### src/rtl/pipe_stage_pkg.sv
// Shared pipeline-register definitions: control levels,
// per-stage payload bundles and their widths.
package pipe_stage_pkg;

    localparam logic PipeFlush = 1'b1;
    localparam logic PipeStall = 1'b1;

    localparam int InstBusW    = 32;
    localparam int AluOpBusW   = 8;
    localparam int AluSelBusW  = 3;
    localparam int RegBusW     = 32;
    localparam int RegAddrBusW = 5;

    typedef struct packed {
        logic [RegBusW-1:0]  pc;
        logic [InstBusW-1:0] inst;
    } if_id_t;

    typedef struct packed {
        logic [AluOpBusW-1:0]   aluop;
        logic [AluSelBusW-1:0]  alusel;
        logic [RegBusW-1:0]     reg1;
        logic [RegBusW-1:0]     reg2;
        logic [RegAddrBusW-1:0] wd;
        logic                   wreg;
    } id_ex_t;

    typedef struct packed {
        logic [RegAddrBusW-1:0] wd;
        logic                   wreg;
        logic [RegBusW-1:0]     wdata;
    } ex_mem_t;

    typedef ex_mem_t mem_wb_t;

    localparam int IfIdW  = $bits(if_id_t);
    localparam int IdExW  = $bits(id_ex_t);
    localparam int ExMemW = $bits(ex_mem_t);
    localparam int MemWbW = $bits(mem_wb_t);

    function automatic logic [1:0] entry_count(logic a, logic b);
        return {1'b0, a} + {1'b0, b};
    endfunction

endpackage

### src/rtl/pipe_stage_if.sv
// Valid/ready payload link between two pipeline stages.
// master drives valid/data, slave drives ready.
interface pipe_stage_if #(
    parameter int DATA_W = 32
);
    logic              valid;
    logic              ready;
    logic [DATA_W-1:0] data;

    modport master (output valid, output data, input ready);
    modport slave  (input valid, input data, output ready);
endinterface

### src/rtl/pipe_stage.sv
// Parametrised pipeline stage register with stall/flush and
// an optional 2-entry skid buffer for a registered upstream ready.
module pipe_stage
    import pipe_stage_pkg::*;
#(
    parameter int              DATA_W   = 32,
    parameter int              SKID     = 1,
    parameter logic [DATA_W-1:0] RST_DATA = '0
) (
    input  logic        clk,
    input  logic        rst,
    input  logic        flush_i,
    input  logic        stall_i,
    pipe_stage_if.slave  up_if,
    pipe_stage_if.master dn_if,
    output logic [1:0]  count_o
);

    logic              flush;
    logic              stall;
    logic              push;
    logic              pop;
    logic              main_valid;
    logic [DATA_W-1:0] main_data;

    assign flush = (flush_i == PipeFlush);
    assign stall = (stall_i == PipeStall);

    assign pop  = main_valid & dn_if.ready & ~stall;
    assign push = up_if.valid & up_if.ready;

    assign dn_if.valid = main_valid;
    assign dn_if.data  = main_data;

    generate
        if (SKID != 0) begin : g_skid
            logic              skid_valid;
            logic [DATA_W-1:0] skid_data;
            logic              ready_q;
            logic              mv_n;
            logic              sv_n;
            logic [DATA_W-1:0] md_n;
            logic [DATA_W-1:0] sd_n;

            assign up_if.ready = ready_q;
            assign count_o     = entry_count(main_valid, skid_valid);

            // Next-state of the two entries; main is always presented.
            always_comb begin
                mv_n = main_valid;
                md_n = main_data;
                sv_n = skid_valid;
                sd_n = skid_data;
                if (flush) begin
                    mv_n = 1'b0;
                    md_n = RST_DATA;
                    sv_n = 1'b0;
                    sd_n = RST_DATA;
                end else if (pop) begin
                    if (skid_valid) begin
                        mv_n = 1'b1;
                        md_n = skid_data;
                        sv_n = 1'b0;
                        sd_n = RST_DATA;
                    end else if (push) begin
                        md_n = up_if.data;
                    end else begin
                        mv_n = 1'b0;
                        md_n = RST_DATA;
                    end
                end else if (push) begin
                    if (!main_valid) begin
                        mv_n = 1'b1;
                        md_n = up_if.data;
                    end else begin
                        sv_n = 1'b1;
                        sd_n = up_if.data;
                    end
                end
            end

            // Entry registers; ready is the registered inverse of skid occupancy.
            always_ff @(posedge clk or negedge rst) begin
                if (!rst) begin
                    main_valid <= 1'b0;
                    main_data  <= RST_DATA;
                    skid_valid <= 1'b0;
                    skid_data  <= RST_DATA;
                    ready_q    <= 1'b1;
                end else begin
                    main_valid <= mv_n;
                    main_data  <= md_n;
                    skid_valid <= sv_n;
                    skid_data  <= sd_n;
                    ready_q    <= ~sv_n;
                end
            end
        end else begin : g_single
            assign up_if.ready = ~main_valid | (dn_if.ready & ~stall);
            assign count_o     = entry_count(main_valid, 1'b0);

            // Single entry: a push replaces main, a lone pop empties it.
            always_ff @(posedge clk or negedge rst) begin
                if (!rst) begin
                    main_valid <= 1'b0;
                    main_data  <= RST_DATA;
                end else if (flush) begin
                    main_valid <= 1'b0;
                    main_data  <= RST_DATA;
                end else if (push) begin
                    main_valid <= 1'b1;
                    main_data  <= up_if.data;
                end else if (pop) begin
                    main_valid <= 1'b0;
                    main_data  <= RST_DATA;
                end
            end
        end
    endgenerate

endmodule

### src/flat_wrapper.sv
// flat-port wrapper written by rule: the top's interface ports become plain ports
module pipe_stage_flat import pipe_stage_pkg::*;
#(
    parameter int              DATA_W   = 32,
    parameter int              SKID     = 1,
    parameter logic [DATA_W-1:0] RST_DATA = '0
)
  (clk, rst, flush_i, stall_i, count_o, up_if_valid, up_if_data, up_if_ready, dn_if_valid, dn_if_data, dn_if_ready);
  pipe_stage_if #(.DATA_W(DATA_W)) up_if_i ();
  pipe_stage_if #(.DATA_W(DATA_W)) dn_if_i ();
  input  logic clk;
  input  logic rst;
  input  logic flush_i;
  input  logic stall_i;
  output logic [1:0] count_o;
  input wire logic [$bits(up_if_i.valid)-1:0] up_if_valid;
  input wire logic [$bits(up_if_i.data)-1:0] up_if_data;
  output wire logic [$bits(up_if_i.ready)-1:0] up_if_ready;
  output wire logic [$bits(dn_if_i.valid)-1:0] dn_if_valid;
  output wire logic [$bits(dn_if_i.data)-1:0] dn_if_data;
  input wire logic [$bits(dn_if_i.ready)-1:0] dn_if_ready;
  assign up_if_i.valid = up_if_valid;
  assign up_if_i.data = up_if_data;
  assign up_if_ready = up_if_i.ready;
  assign dn_if_valid = dn_if_i.valid;
  assign dn_if_data = dn_if_i.data;
  assign dn_if_i.ready = dn_if_ready;
  pipe_stage #(.DATA_W(DATA_W), .SKID(SKID), .RST_DATA(RST_DATA)) u_core (.clk(clk), .rst(rst), .flush_i(flush_i), .stall_i(stall_i), .up_if(up_if_i), .dn_if(dn_if_i), .count_o(count_o));
endmodule
### config.mk
export PLATFORM = sky130hd
export DESIGN_NAME = pipe_stage_flat
export DESIGN_NICKNAME = d
export VERILOG_FILES = /design/src/rtl/pipe_stage_pkg.sv /design/src/rtl/pipe_stage_if.sv /design/src/rtl/pipe_stage.sv /design/src/flat_wrapper.sv
export SDC_FILE = /design/constraint.sdc
export NUM_CORES = 1
export LEC_CHECK = 0
export BUFFER_PORTS_ARGS = -buffer_cell sky130_fd_sc_hd__buf_2
export CORE_MARGIN = 2
export CORE_UTILIZATION = 56
export CTS_BUF_LIST = sky130_fd_sc_hd__clkbuf_8 sky130_fd_sc_hd__clkbuf_16
export CTS_CLUSTER_DIAMETER = 50
export DETAILED_ROUTE_END_ITERATION = 10
export MAX_ROUTING_LAYER = met4
export PLACE_DENSITY = 0.85
export REMOVE_ABC_BUFFERS = 1
export SYNTH_ARGS = -nofsm -noshare
export SYNTH_HDL_FRONTEND = slang
export SYNTH_SLANG_ARGS = --single-unit
### constraint.sdc
create_clock -name clk -period 2.9 [get_ports clk]
set_input_delay 0.145 -clock clk [delete_from_list [all_inputs] [get_ports clk]]
set_output_delay 0.145 -clock clk [all_outputs]
set_load 0.005 [all_outputs]
==> results of run 1 <==
## layout by cell type (no fill, tap or decap), types with 2 or more instances in the layout
| master | count |
|---|---|
| ha_1 | 2 |
| buf_4 | 8 |
| a21oi_1 | 2 |
| clkbuf_8 | 11 |
| nor2_1 | 12 |
| a222oi_1 | 20 |
| o22ai_1 | 12 |
| mux2i_1 | 13 |
| a22o_1 | 32 |
| nand2_1 | 3 |
| buf_2 | 73 |
| bufinv_16 | 2 |
| o21a_1 | 12 |
| dfrtp_1 | 66 |
| inv_1 | 24 |
## power breakdown
group / internal (W) / switching [W]
sequential: 0.000993 / 0.0000439
combinational: 0.000121 / 0.000148
clock: 0.000526 / 0.000345
total: 0.00164 / 0.000537
## worst max-delay path, stage by stage (launching register included)
cell and delay, ns:
dfrtp_1 0.67, inv_1 0.24, mux2i_1 0.13, a21oi_2 0.52
buf_4 0.37, a22o_1 0.19
## registers in the layout, summed over array words and instances, names as in the netlist
register	count
u_core.dn_if.data	32
u_core.dn_if.valid	1
u_core.g_skid.skid_data	32
u_core.g_skid.skid_valid	1
u_core.up_if.ready	1
## layout make-up
type,instances,area (um2)
Sequential cell,67,1680
Tap cell,67,83.8
Clock inverter,5,76.3
Multi-Input combinational cell,120,978
Fill cell,345,1290
Timing Repair Buffer,82,435
Inverter,24,90.1
Clock buffer,11,151
## routing by layer
metal / vias up / global-route usage
met5: - / -
met1: 1091 / 0.315
met2: 96 / 0.372
met4: 0 / 0.103
met3: 15 / 0.0897
li1: 1018 / -
## worst paths after layout
path	cells after the start	to	slack (ns)	start
min	3	u_core.dn_if.data[14]	0.03	up_if_data[14]
min in group asynchronous	2	u_core.g_skid.skid_data[28]	0.36	rst
max reg2reg	5	u_core.g_skid.skid_data[17]	0.71	u_core.g_skid.skid_valid
max in group asynchronous	3	u_core.up_if.ready	1.73	rst
min reg2reg	1	u_core.dn_if.data[26]	0.49	u_core.dn_if.data[26]
max	5	u_core.g_skid.skid_data[17]	0.71	u_core.g_skid.skid_valid
## metrics by stage
stage | instances | power [W] | hold slack [ns] | util
global route | 376 | 0.00227 | 0.0179 | 0.730
CTS | 376 | 0.00220 | 0.0155 | 0.730
floorplan | 211 | 0.00117 | -0.151 | -
detailed placement | 359 | 0.00132 | 0.200 | 0.680
global placement | 359 | 0.00131 | 0.198 | 0.680
finish | 376 | 0.00218 | 0.0326 | 0.730
## timing repair
action	4_1_cts	5_1_grt
resized for setup	0	0
hold endpoints to repair	27	0
hold buffers	1	0
endpoints found under the setup margin	0	0
## cells by family (layout without fill, tap and decap cells)
logic type / count (synthesis) / in the layout / share of synthesized area
AO/OA/AOI/OAI: 83 / 83 / 0.247
adder cells (fa/ha/maj): 2 / 2 / 0.00892
buffers and inverters: 42 / 122 / 0.0606
flip-flops: 67 / 67 / 0.598
multiplexers: 13 / 13 / 0.0464
AND/OR/NAND/NOR: 22 / 22 / 0.0392
==> flow_metrics.py, run 1 <==
metrics = {
    "yosys": {
        "ys_seq_area_frac": 0.598,
        "yosysMostFrequentCell": "dfrtp_1",
        "synthCells": 229,
        "ys_top_cells_by_area": "dfrtp_1, a22o_1, a222oi_1",
        "synth_edf_count": 0,
        "synth_seq_cells": 67,
        "synthTopCellsByCount": "dfrtp_1, a22o_1, inv_1",
        "syn-cell-area_mm2": 0.00281,
        "synth_cell_types": 27,
        "synth_top_cell_area_share": 0.588,
        "ys_warn_count": 0,
        "synth_ff_type": "dfrtp_1",
        "synth_area_per_cell_um2": 12.3,
        "ys_async_sr_fraction": 1.00,
        "synth_area_leader_cell": "dfrtp_1",
    },
    "routing": {
        "routedWlPerCell_um": 16.8,
        "drtPass1Iterations": 5,
        "highest_layer": "met4",
        "met2_length_mm": 2.94,
        "m1WireLength_mm": 2.74,
        "wl_mm": 6.30,
        "final_antenna_net_count": 0,
        "avgViaCountPerCell": 5.90,
        "drt_iter0_drc": 244,
        "vias": 2220,
        "wl_met3_um": 496,
        "route.detailed.drc": 0,
    },
    "timing": {
        "setup_violations": 0,
        "final_max_slew_viol_count": 0,
        "maxSlewHeadroom": 0.475,
        "tightest_slew_ns": 0.788,
        "hold_viol_final": 0,
        "fmax_ghz": 0.456,
        "grt_setup_unrepaired": "no",
        "fin_crit_ns": 2.19,
        "period_share": 0.757,
        "skew_ns": 0.00623,
        "setup_ws_ns": 0.705,
        "finalSetupTns_ns": 0,
    },
    "cts": {
        "cts.path.max_buffers": 2,
        "insertion_delay_ns": 0.34,
        "cts_buffers": 9,
        "path_clk_slew_ns": 0.07,
        "clock_sinks": 67,
        "h-tree-depth": 3,
        "root_buffer": "clkbuf_8",
        "cts_tree": "built",
        "cts_setup_buffers": 0,
    },
    "critical_path": {
        "critPathKind": "register to register",
        "cp-start-kind": "register",
        "arrival_ns": 2.47,
        "critPathCaptureType": "register",
        "worstPathMaxFanout": 20,
        "worst_ep_required_time_ns": 3.17,
    },
    "global_routing": {
        "antenna_found_initial": 0,
        "grt_max_degree": 30,
        "grt_pass1_vias": 2171,
        "grt_pass1_wl_mm": 10.0,
        "grt_overflow": 0,
        "track_usage": 0.251,
    },
    "cells_and_area": {
        "finalNetCount": 344,
        "area_delta_synth_final_pct": 24.5,
        "insertedDiodeCount": 0,
        "stdcell_area_mm2": 0.00349,
        "drive_gt1_frac": 0.337,
    },
    "power": {
        "leakage_nw": 1.89,
        "powerDensity_mw_per_mm2": 623,
        "peakVddDrop_v": 0.000352,
    },
    "placement": {
        "placed_area_mm2": 0.00326,
        "port_buffers": 73,
        "gp_congestion": 0.817,
        "pre_cts_ws_ns": 0.744,
        "dp_hpwl_mm": 4.28,
    },
    "die": {
        "die_w_um": 74.8,
        "start_util": 0.586,
        "coreArea_mm2": 0.00479,
        "rows": 25,
        "ios": 74,
        "die_y_um": 74.8,
        "fp.dieArea_mm2": 0.00559,
    },
    "status": {
        "status": "finished, final reports clean",
    },
    "min_path": {
        "min_path_type": "primary input to register",
    },
    "run": {
        "maxCapViolCount": 0,
    },
}
Note: power is estimated with default switching activity, not from simulation.
==> run 2, diff against run 1 <==
--- a/config.mk
+++ b/config.mk
@@ -7,12 +7,12 @@
 export LEC_CHECK = 0
 export BUFFER_PORTS_ARGS = -buffer_cell sky130_fd_sc_hd__buf_2
 export CORE_MARGIN = 2
-export CORE_UTILIZATION = 56
+export CORE_UTILIZATION = 47
 export CTS_BUF_LIST = sky130_fd_sc_hd__clkbuf_8 sky130_fd_sc_hd__clkbuf_16
 export CTS_CLUSTER_DIAMETER = 50
 export DETAILED_ROUTE_END_ITERATION = 10
 export MAX_ROUTING_LAYER = met4
-export PLACE_DENSITY = 0.85
+export PLACE_DENSITY = 0.76
 export REMOVE_ABC_BUFFERS = 1
 export SYNTH_ARGS = -nofsm -noshare
 export SYNTH_HDL_FRONTEND = slang
==> constraint.sdc (replaced) <==
create_clock -name clk -period 1.9 [get_ports clk]
set_input_delay 0.095 -clock clk [delete_from_list [all_inputs] [get_ports clk]]
set_output_delay 0.095 -clock clk [all_outputs]
set_load 0.005 [all_outputs]
==> flow_metrics.py, run 2 (synthesized netlist as in run 1, its figures left out) <==
metrics = {
    "status": {
        "status": "finished, final reports clean",
    },
    "global_routing": {
        "track_usage": 0.238,
        "grt_max_degree": 43,
        "grt_pass1_wl_mm": 11.3,
        "grt_overflow": 0,
        "grt_pass1_vias": 2252,
        "antenna_found_initial": 0,
    },
    "cts": {
        "root_buffer": "clkbuf_8",
        "insertion_delay_ns": 0.34,
        "path_clk_slew_ns": 0.07,
        "cts.path.max_buffers": 2,
        "h-tree-depth": 3,
        "cts_tree": "built",
        "cts_setup_buffers": 0,
        "cts_buffers": 9,
        "clock_sinks": 67,
    },
    "min_path": {
        "min_path_cells": 2,
        "min_from": "up_if_data[25]",
        "hold-path-endpoint": "u_core.g_skid.skid_data[25]",
        "min_path_type": "primary input to register",
    },
    "placement": {
        "placed_cells": 368,
        "gp_congestion": 0.881,
        "port_buffers": 73,
        "dp_hpwl_mm": 4.24,
    },
    "critical_path": {
        "arrival_ns": 1.98,
        "slowest_stage": "or4_4",
        "r2r-end": "u_core.dn_if.data[23]",
        "cp-start-kind": "register",
        "critPathKind": "register to register",
        "worstPathMaxFanout": 12,
        "worstSetupStartpoint": "u_core.dn_if.valid",
        "path_buf_inv": 1,
        "slowest_delay_ns": 0.65,
        "ff2ff_path_depth": 4,
        "regToRegSetupSlack_ns": 0.19,
        "worst_ep_required_time_ns": 2.17,
        "critPathCaptureType": "register",
        "cp_top_family": "simple AND/OR/NAND/NOR gates",
        "timing.rr.start": "u_core.dn_if.valid",
        "worstPathCellList": "inv_2 -> or4_4 -> o22ai_1 -> o21a_1",
    },
    "power": {
        "switching_power_w": 0.000808,
        "power_frac_seq": 0.526,
        "peakVddDrop_v": 0.000513,
        "comb_power_share": 0.158,
        "switching_share": 0.270,
        "p_clk_frac": 0.316,
        "p_int_w": 0.00218,
        "leakage_nw": 1.98,
        "powerDensity_mw_per_mm2": 813,
    },
    "die": {
        "start_util": 0.480,
        "coreArea_mm2": 0.00585,
        "die_y_um": 81.3,
        "fp.dieArea_mm2": 0.00661,
        "die_w_um": 81.3,
        "rows": 28,
        "ios": 74,
    },
    "timing": {
        "period_share": 0.898,
        "fin_crit_ns": 1.71,
        "fmax_ghz": 0.586,
        "hold_viol_final": 0,
        "skew_ns": 0.0118,
        "tightest_slew_ns": 0.610,
        "final_max_slew_viol_count": 0,
        "whs_ns": 0.0207,
        "maxSlewHeadroom": 0.593,
        "setup_violations": 0,
        "grt_setup_unrepaired": "no",
    },
    "cells_and_area": {
        "mostFrequentLayoutCells": "buf_2, dfrtp_1, a22o_1, inv_1, dlygate4sd3_1",
        "finalNetCount": 368,
        "fillCellCount": 482,
        "layout_commonest_cell": "buf_2",
        "drive_gt1_frac": 0.303,
        "seq_area_mm2": 0.00168,
        "area_delta_synth_final_pct": 31.0,
        "multiInputGateArea_um2": 978,
        "final_cells": 408,
        "insertedDiodeCount": 0,
    },
    "routing": {
        "avgViaCountPerCell": 5.76,
        "vias": 2349,
        "drt_iter0_drc": 166,
        "routedWlPerCell_um": 17.2,
        "final_antenna_net_count": 0,
        "wl_mm": 7.02,
        "route.detailed.drc": 0,
        "drtPass1Iterations": 7,
    },
    "run": {
        "maxCapViolCount": 0,
    },
}
[run 2: changes by cell type in the layout (fill, tap and decap cells not counted), sizes merged]
cell,delta
clkbuf,-2
bufinv,-2
dlygate4sd3,+23
inv,+5
buf,+1
clkinvlp,-1
[run 2: worst max-delay path by stage]
stage                                      end  slack (ns)  depth (start not counted)
finish                   u_core.dn_if.data[23]        0.19                          4
global route             u_core.dn_if.data[26]        0.12                          4
CTS                      u_core.dn_if.data[23]        0.20                          4
detailed placement       u_core.dn_if.data[12]        0.20                          4
global placement    u_core.g_skid.skid_data[0]        0.28                          5
floorplan                 u_core.dn_if.data[0]       -0.94                          4
[run 2: power by group through the flow]
stage	sequential (W)	clock (W)	combinational [W]
floorplan	0.00160	0	0.000189
CTS	0.00157	0.000982	0.000471
global placement	0.00160	0	0.000422
detailed placement	0.00160	0	0.000432
global route	0.00158	0.00105	0.000524
finish	0.00157	0.000945	0.000471
[run 2: routing by layer]
metal,vias to the layer above,share of wire,global-route usage
li1,1065,-,-
met1,1166,0.43,0.320
met2,112,0.49,0.359
met3,6,0.070,0.0733
met4,0,0.0070,0.0458
met5,-,0,-
[run 2: layout make-up]
cell class | count | share of cell area
Clock buffer | 9 | 0.0337
Timing Repair Buffer | 106 | 0.186
Tap cell | 75 | 0.0255
Sequential cell | 67 | 0.456
Inverter | 24 | 0.0245
Multi-Input combinational cell | 120 | 0.266
Clock inverter | 7 | 0.00749
[run 2: what timing repair did]
item                                   4_1_cts  5_1_grt
hold buffers                                24        0
endpoints found under the hold margin       62        0
gates resized for setup                      0        1
setup endpoints to repair                    0        1
[run 2: stage by stage]
stage / setup slack (ns) / setup TNS, ns / total power, W / util / area (um2)
global route: 0.121 / 0 / 0.00316 / 0.629 / 3680
finish: 0.195 / 0 / 0.00299 / 0.629 / 3680
CTS: 0.203 / 0 / 0.00303 / 0.629 / 3680
detailed placement: 0.203 / 0 / 0.00203 / 0.562 / 3290
global placement: 0.281 / 0 / 0.00202 / 0.562 / 3290
floorplan: -0.941 / -43.97 / 0.00179 / - / 2730
